===== src/rtl/flu_wb_scheduler.sv =====
// Writeback-port scheduler for the fixed-latency unit: arbitrates the single FLU write port
// between latency-0 issues, fixed-latency reservations and a variable-latency divider.
module flu_wb_scheduler #(
   parameter int unsigned MAX_LAT       = 4,
   parameter int unsigned TRANS_ID_BITS = 3
) (
   input  logic                             clk_i,
   input  logic                             rst_ni,
   input  logic                             flush_i,
   input  logic                             issue_req_i,
   input  logic [$clog2(MAX_LAT+1)-1:0]     issue_lat_i,
   input  logic                             issue_div_i,
   input  logic [TRANS_ID_BITS-1:0]         issue_trans_id_i,
   output logic                             issue_grant_o,
   input  logic                             div_done_i,
   input  logic [TRANS_ID_BITS-1:0]         div_trans_id_i,
   output logic                             div_stall_o,
   output logic                             div_busy_o,
   output logic                             wb_valid_o,
   output logic [1:0]                       wb_src_o,
   output logic [TRANS_ID_BITS-1:0]         wb_trans_id_o,
   output logic [15:0]                      conflict_cnt_o
);

   localparam int unsigned LatW = $clog2(MAX_LAT + 1);

   localparam logic [1:0] SrcNone = 2'd0;
   localparam logic [1:0] SrcLat0 = 2'd1;
   localparam logic [1:0] SrcRes  = 2'd2;
   localparam logic [1:0] SrcDiv  = 2'd3;

   typedef enum logic [0:0] {StIdle, StBusy} div_state_e;

   div_state_e div_state_q, div_state_d;

   logic [MAX_LAT-1:0]       res_v_q, res_v_d;
   logic [TRANS_ID_BITS-1:0] res_id_q [MAX_LAT];
   logic [TRANS_ID_BITS-1:0] res_id_d [MAX_LAT];
   logic [15:0]              conflict_cnt_q, conflict_cnt_d;

   logic can_issue;
   logic lat_zero;
   logic lat_legal;
   logic slot_free;
   logic lat0_grant;
   logic res_grant;
   logic div_grant;
   logic div_busy;
   logic div_stall;
   logic div_accept;
   logic grant;

   // ---------------------------------------------------------------------------------------
   // Issue arbitration
   // ---------------------------------------------------------------------------------------
   assign can_issue = issue_req_i & ~flush_i & rst_ni;
   assign lat_zero  = (issue_lat_i == '0);
   assign lat_legal = (issue_lat_i <= LatW'(MAX_LAT));

   // A latency-L issue needs entry L free; that slot lands in res_d[L-1] after the shift.
   always_comb begin
      slot_free = 1'b0;
      if (issue_lat_i == LatW'(MAX_LAT)) begin
         slot_free = 1'b1;
      end
      for (int unsigned k = 1; k < MAX_LAT; k++) begin
         if (issue_lat_i == LatW'(k)) begin
            slot_free = ~res_v_q[k];
         end
      end
   end

   // A pending divider result owns an otherwise free port, so latency-0 yields to it.
   assign lat0_grant = can_issue & ~issue_div_i & lat_zero & ~res_v_q[0] & ~div_done_i;
   assign res_grant  = can_issue & ~issue_div_i & ~lat_zero & lat_legal & slot_free;

   assign div_stall  = rst_ni & div_done_i & (res_v_q[0] | lat0_grant);
   assign div_accept = rst_ni & div_done_i & ~div_stall;
   assign div_grant  = can_issue & issue_div_i & (~div_busy | div_accept);

   assign grant = lat0_grant | res_grant | div_grant;

   // ---------------------------------------------------------------------------------------
   // Divider occupancy FSM
   // ---------------------------------------------------------------------------------------
   always_ff @(posedge clk_i) begin
      if (!rst_ni) begin
         div_state_q <= StIdle;
      end else begin
         div_state_q <= div_state_d;
      end
   end

   always_comb begin
      div_state_d = div_state_q;
      if (flush_i) begin
         div_state_d = StIdle;
      end else if (div_grant) begin
         div_state_d = StBusy;
      end else if (div_accept) begin
         div_state_d = StIdle;
      end
   end

   always_comb begin
      div_busy = (div_state_q == StBusy);
   end

   // ---------------------------------------------------------------------------------------
   // Reservation table and conflict counter
   // ---------------------------------------------------------------------------------------
   always_comb begin
      for (int unsigned k = 0; k + 1 < MAX_LAT; k++) begin
         res_v_d[k]  = res_v_q[k+1];
         res_id_d[k] = res_id_q[k+1];
      end
      res_v_d[MAX_LAT-1]  = 1'b0;
      res_id_d[MAX_LAT-1] = '0;
      if (res_grant) begin
         for (int unsigned k = 0; k < MAX_LAT; k++) begin
            if (issue_lat_i == LatW'(k + 1)) begin
               res_v_d[k]  = 1'b1;
               res_id_d[k] = issue_trans_id_i;
            end
         end
      end
      if (flush_i) begin
         res_v_d = '0;
      end
   end

   always_comb begin
      conflict_cnt_d = conflict_cnt_q;
      if (issue_req_i && !grant && !flush_i && conflict_cnt_q != 16'hFFFF) begin
         conflict_cnt_d = conflict_cnt_q + 16'd1;
      end
   end

   always_ff @(posedge clk_i) begin
      if (!rst_ni) begin
         res_v_q        <= '0;
         res_id_q       <= '{default: '0};
         conflict_cnt_q <= '0;
      end else begin
         res_v_q        <= res_v_d;
         res_id_q       <= res_id_d;
         conflict_cnt_q <= conflict_cnt_d;
      end
   end

   // ---------------------------------------------------------------------------------------
   // Write-port ownership: reservation, then latency-0 grant, then divider
   // ---------------------------------------------------------------------------------------
   always_comb begin
      wb_valid_o    = 1'b0;
      wb_src_o      = SrcNone;
      wb_trans_id_o = '0;
      if (rst_ni) begin
         if (res_v_q[0]) begin
            wb_valid_o    = 1'b1;
            wb_src_o      = SrcRes;
            wb_trans_id_o = res_id_q[0];
         end else if (lat0_grant) begin
            wb_valid_o    = 1'b1;
            wb_src_o      = SrcLat0;
            wb_trans_id_o = issue_trans_id_i;
         end else if (div_accept) begin
            wb_valid_o    = 1'b1;
            wb_src_o      = SrcDiv;
            wb_trans_id_o = div_trans_id_i;
         end
      end
   end

   assign issue_grant_o  = grant;
   assign div_stall_o    = div_stall;
   assign div_busy_o     = rst_ni & div_busy;
   assign conflict_cnt_o = rst_ni ? conflict_cnt_q : 16'h0000;

endmodule


===== config.mk =====
export PLATFORM = sky130hd
export DESIGN_NAME = flu_wb_scheduler
export DESIGN_NICKNAME = d
export VERILOG_FILES = /design/src/rtl/flu_wb_scheduler.sv
export SDC_FILE = /design/constraint.sdc
export NUM_CORES = 1
export LEC_CHECK = 0
export BUFFER_PORTS_ARGS = -buffer_cell sky130_fd_sc_hd__buf_2
export CORE_MARGIN = 1.5
export CORE_UTILIZATION = 44
export CTS_CLUSTER_SIZE = 28
export DETAILED_ROUTE_END_ITERATION = 12
export GPL_TIMING_DRIVEN = 0
export PLACE_DENSITY = 0.65
export SKIP_LAST_GASP = 1
export SLEW_MARGIN = 20
export SYNTH_ARGS = -nofsm -noshare
export SYNTH_HDL_FRONTEND = slang
export SYNTH_SLANG_ARGS = --single-unit

===== constraint.sdc =====
create_clock -name clk_i -period 4.2 [get_ports clk_i]
set_input_delay 0.84 -clock clk_i [delete_from_list [all_inputs] [get_ports clk_i]]
set_output_delay 0.84 -clock clk_i [all_outputs]
set_load 0.005 [all_outputs]

==> flow_metrics.py <==
metrics = {
    "status": {
        "outcome": "complete, no violations",
    },
    "place": {
        "port_buffers": 39,
        "place_hpwl_microns": 3140,
        "place_area_sq_um": 2010,
        "gp_routability_congestion": 0.871,
    },
    "clocking": {
        "postCtsSetupRepairBufs": 0,
        "cts_htree_levels": 2,
        "clkSlewWorstSetupHoldPaths_ps": 70,
        "post_cts_resize_count": 0,
        "clkSinkCount": 33,
        "hold_buffers": 0,
        "cts_buffers": 5,
        "clock_tree.root_cell": "clkbuf_8",
        "cts_tree": "yes",
        "clk_latency_ps": 280,
        "clock_path_buffers": 2,
    },
    "routing": {
        "drt_iter0_markers": 125,
        "detail_route.drc_violations": 0,
        "wl_per_cell_microns": 14.2,
        "dr_total_vias": 1663,
        "drtPass1Iterations": 5,
        "antenna_violating_nets_post_route": 0,
        "totalWireLength_microns": 4280,
        "post_drt_via_cell_ratio": 5.51,
    },
    "worst_setup_path": {
        "worstSetupEndpointType": "output port",
        "cp_data_arrival_time_ps": 2610,
        "crit_required_ps": 3360,
        "worst-path-max-fanout": 8,
        "path_class": "input port to output port",
        "critical_path.startpoint_type": "input port",
    },
    "synth": {
        "synth-edff-count": 0,
        "distinct_cell_type_count_after_synthesis": 41,
        "syn_inst": 207,
        "synth-seq-area-share_pct": 37.7,
        "syn-cell-area_sq_um": 1750,
        "avgSynthCellArea_sq_um": 8.46,
        "yosys_warnings": 0,
        "async_flop_share_pct": 0,
        "yosys_register_bits": 33,
        "synthesis.nets": 223,
        "synthFlopType": "dfxtp_1",
    },
    "power": {
        "vdd_ir_drop_max_mv": 0.204,
        "power.sequential.fraction_pct": 52.8,
        "netSwitchingFraction_pct": 24.8,
        "p_int_uw": 450,
        "power.clock.fraction_pct": 38.5,
        "total_power_uw": 599,
        "power.switching_uw": 149,
        "power.combinational.fraction_pct": 8.7,
        "power-per-cell-area_nw_per_um2": 287,
        "power_leakage_nw": 0.919,
    },
    "final_layout": {
        "final_nets": 269,
        "finalCoreUtilization_pct": 55.8,
        "post_route_cells_drive_above_1_share_pct": 22.8,
        "filler_instances": 376,
        "syn2layout_area_growth_pct": 19.3,
        "post_route_cell_area_sq_um": 2090,
        "num_antenna_cells": 0,
        "seqCellArea_sq_um": 661,
        "multi_input_area_sq_um": 1020,
    },
    "timing": {
        "worst_clock_skew_ps": 1.63,
        "achievable-frequency_mhz": 290,
        "timing.final.crit_share_pct": 82.2,
        "final_max_slew_viol_count": 0,
        "totalNegativeSetupSlack_ps": 0,
        "finalHoldViolations": 0,
        "fin_worst_hold_slack_ps": 457,
        "unrepaired_setup_endpoints_after_global_routing": "false",
        "rel_slew_slack_pct": 62.3,
        "timing_worst_slew_pin_value_ps": 563,
        "finalCriticalPeriod_ps": 3450,
        "final-setup-viol-count": 0,
    },
    "global_routing": {
        "first_global_vias": 1445,
        "globalRouteTotalUtil_pct": 20.9,
        "use_met2_pct": 30.8,
        "global_route.usage.met1_pct": 30.7,
        "grt_antenna_before_repair": 0,
        "grt_start_max_net_pins": 11,
        "gr-max-usage-layer": "met2",
        "grt_util_met3_pct": 4.09,
        "grt_first_pass_wirelength_microns": 7020,
        "grt_overflow_total": 0,
    },
    "die": {
        "design.die.area_sq_um": 4370,
        "initial_cell_density_of_the_core_pct": 46.8,
        "die_height_microns": 66.1,
        "row_count": 22,
        "io_pins": 40,
        "placeableCoreArea_sq_um": 3740,
        "dieWidth_microns": 66.1,
    },
    "run": {
        "max-cap-violations": 0,
    },
    "min_path": {
        "hold_path_class": "flop to flop",
    },
}
## flip-flops by register name, indices dropped and copies added (netlist names)
register	cells
res_id_q	12
res_v_q	4
div_busy	1
conflict_cnt_q	16
## cell families after synthesis
logic type | Yosys count | share of synthesized area, %
multiplexers | 14 | 8.36
buffers and inverters | 17 | 3.72
AO/OA/AOI/OAI | 41 | 16.7
AND/OR/NAND/NOR | 101 | 32.7
flip-flops | 33 | 37.7
adder cells (fa/ha/maj) | 1 | 0.715
## through the flow
stage,setup slack [ps],cells
after global placement,745,294
final,747,302
after floorplan,1420,207
after global routing,528,302
after CTS,776,302
after detailed placement,784,294
## power by group through the flow
| stage | Clock, mW | Sequential (mW) | Combinational, mW |
|---|---|---|---|
| final | 0.231 | 0.316 | 0.0519 |
| after global placement | 0 | 0.324 | 0.0514 |
| after global routing | 0.252 | 0.316 | 0.0569 |
| after detailed placement | 0 | 0.324 | 0.0515 |
| after floorplan | 0 | 0.323 | 0.0280 |
| after CTS | 0.236 | 0.316 | 0.0518 |
## routing by layer
layer  wire length (microns)  part of all wire, %  vias up
met5                       0                    0        -
li1                        -                    -      835
met4                      37                 0.86        0
met2                    1860                   43       53
met3                     302                  7.1        4
met1                    2080                   49      771
## worst paths after layout
path / start / to / slack (ps) / cells past startpoint
max: rst_ni / wb_trans_id_o[0] / 750 / 8
max reg2reg: res_v_q[0] / conflict_cnt_q[10] / 2180 / 6
min: res_id_q[5] / res_id_q[8] / 460 / 2
min reg2reg: res_id_q[5] / res_id_q[8] / 460 / 2
## synth_stat cells, types with 2 or more instances
master	count	area [sq um]
a21oi_1	2	10.0
o21ai_0	14	70.1
nand3_1	14	70.1
nor3_1	4	20.0
dfxtp_1	33	661
inv_1	11	41.3
nand2_1	16	60.1
a21boi_0	6	45.0
a221oi_1	3	26.3
a21boi_1	7	52.6
nor2_1	9	33.8
nand4_1	8	50.1
clkbuf_1	5	18.8
and2_1	17	106
mux2_2	4	45.0
and3_1	4	25.0
nor2b_1	13	81.3
mux2i_1	9	90.1
or3_1	6	37.5
## critical path, cell delays in order
cell      delay (ps)
buf_2            150
nor2b_1          300
nand2_1          150
nor3_2           420
and3_1           350
a221oi_1         120
nor2_1           150
buf_2            130
## final cells by class
type	count	share of cell area [%]
clock inverter	2	0.479
clock buffer	6	3.48
inverter	11	1.98
multi-input combinational	157	49.1
timing repair buffer	39	9.35
sequential	33	31.6
buffer	6	1.14
tap	48	2.88
## cells in the final DEF, fill, tap and decap left out, types with 8 or more instances in the layout
| master | n |
|---|---|
| dfxtp_1 | 33 |
| mux2i_1 | 9 |
| o21ai_0 | 14 |
| nor2_1 | 9 |
| and2_1 | 17 |
| nand3_1 | 14 |
| nand2_1 | 16 |
| nor2b_1 | 13 |
| nand4_1 | 8 |
| inv_1 | 11 |
| buf_2 | 40 |
Note: power is estimated with default switching activity, not from simulation.
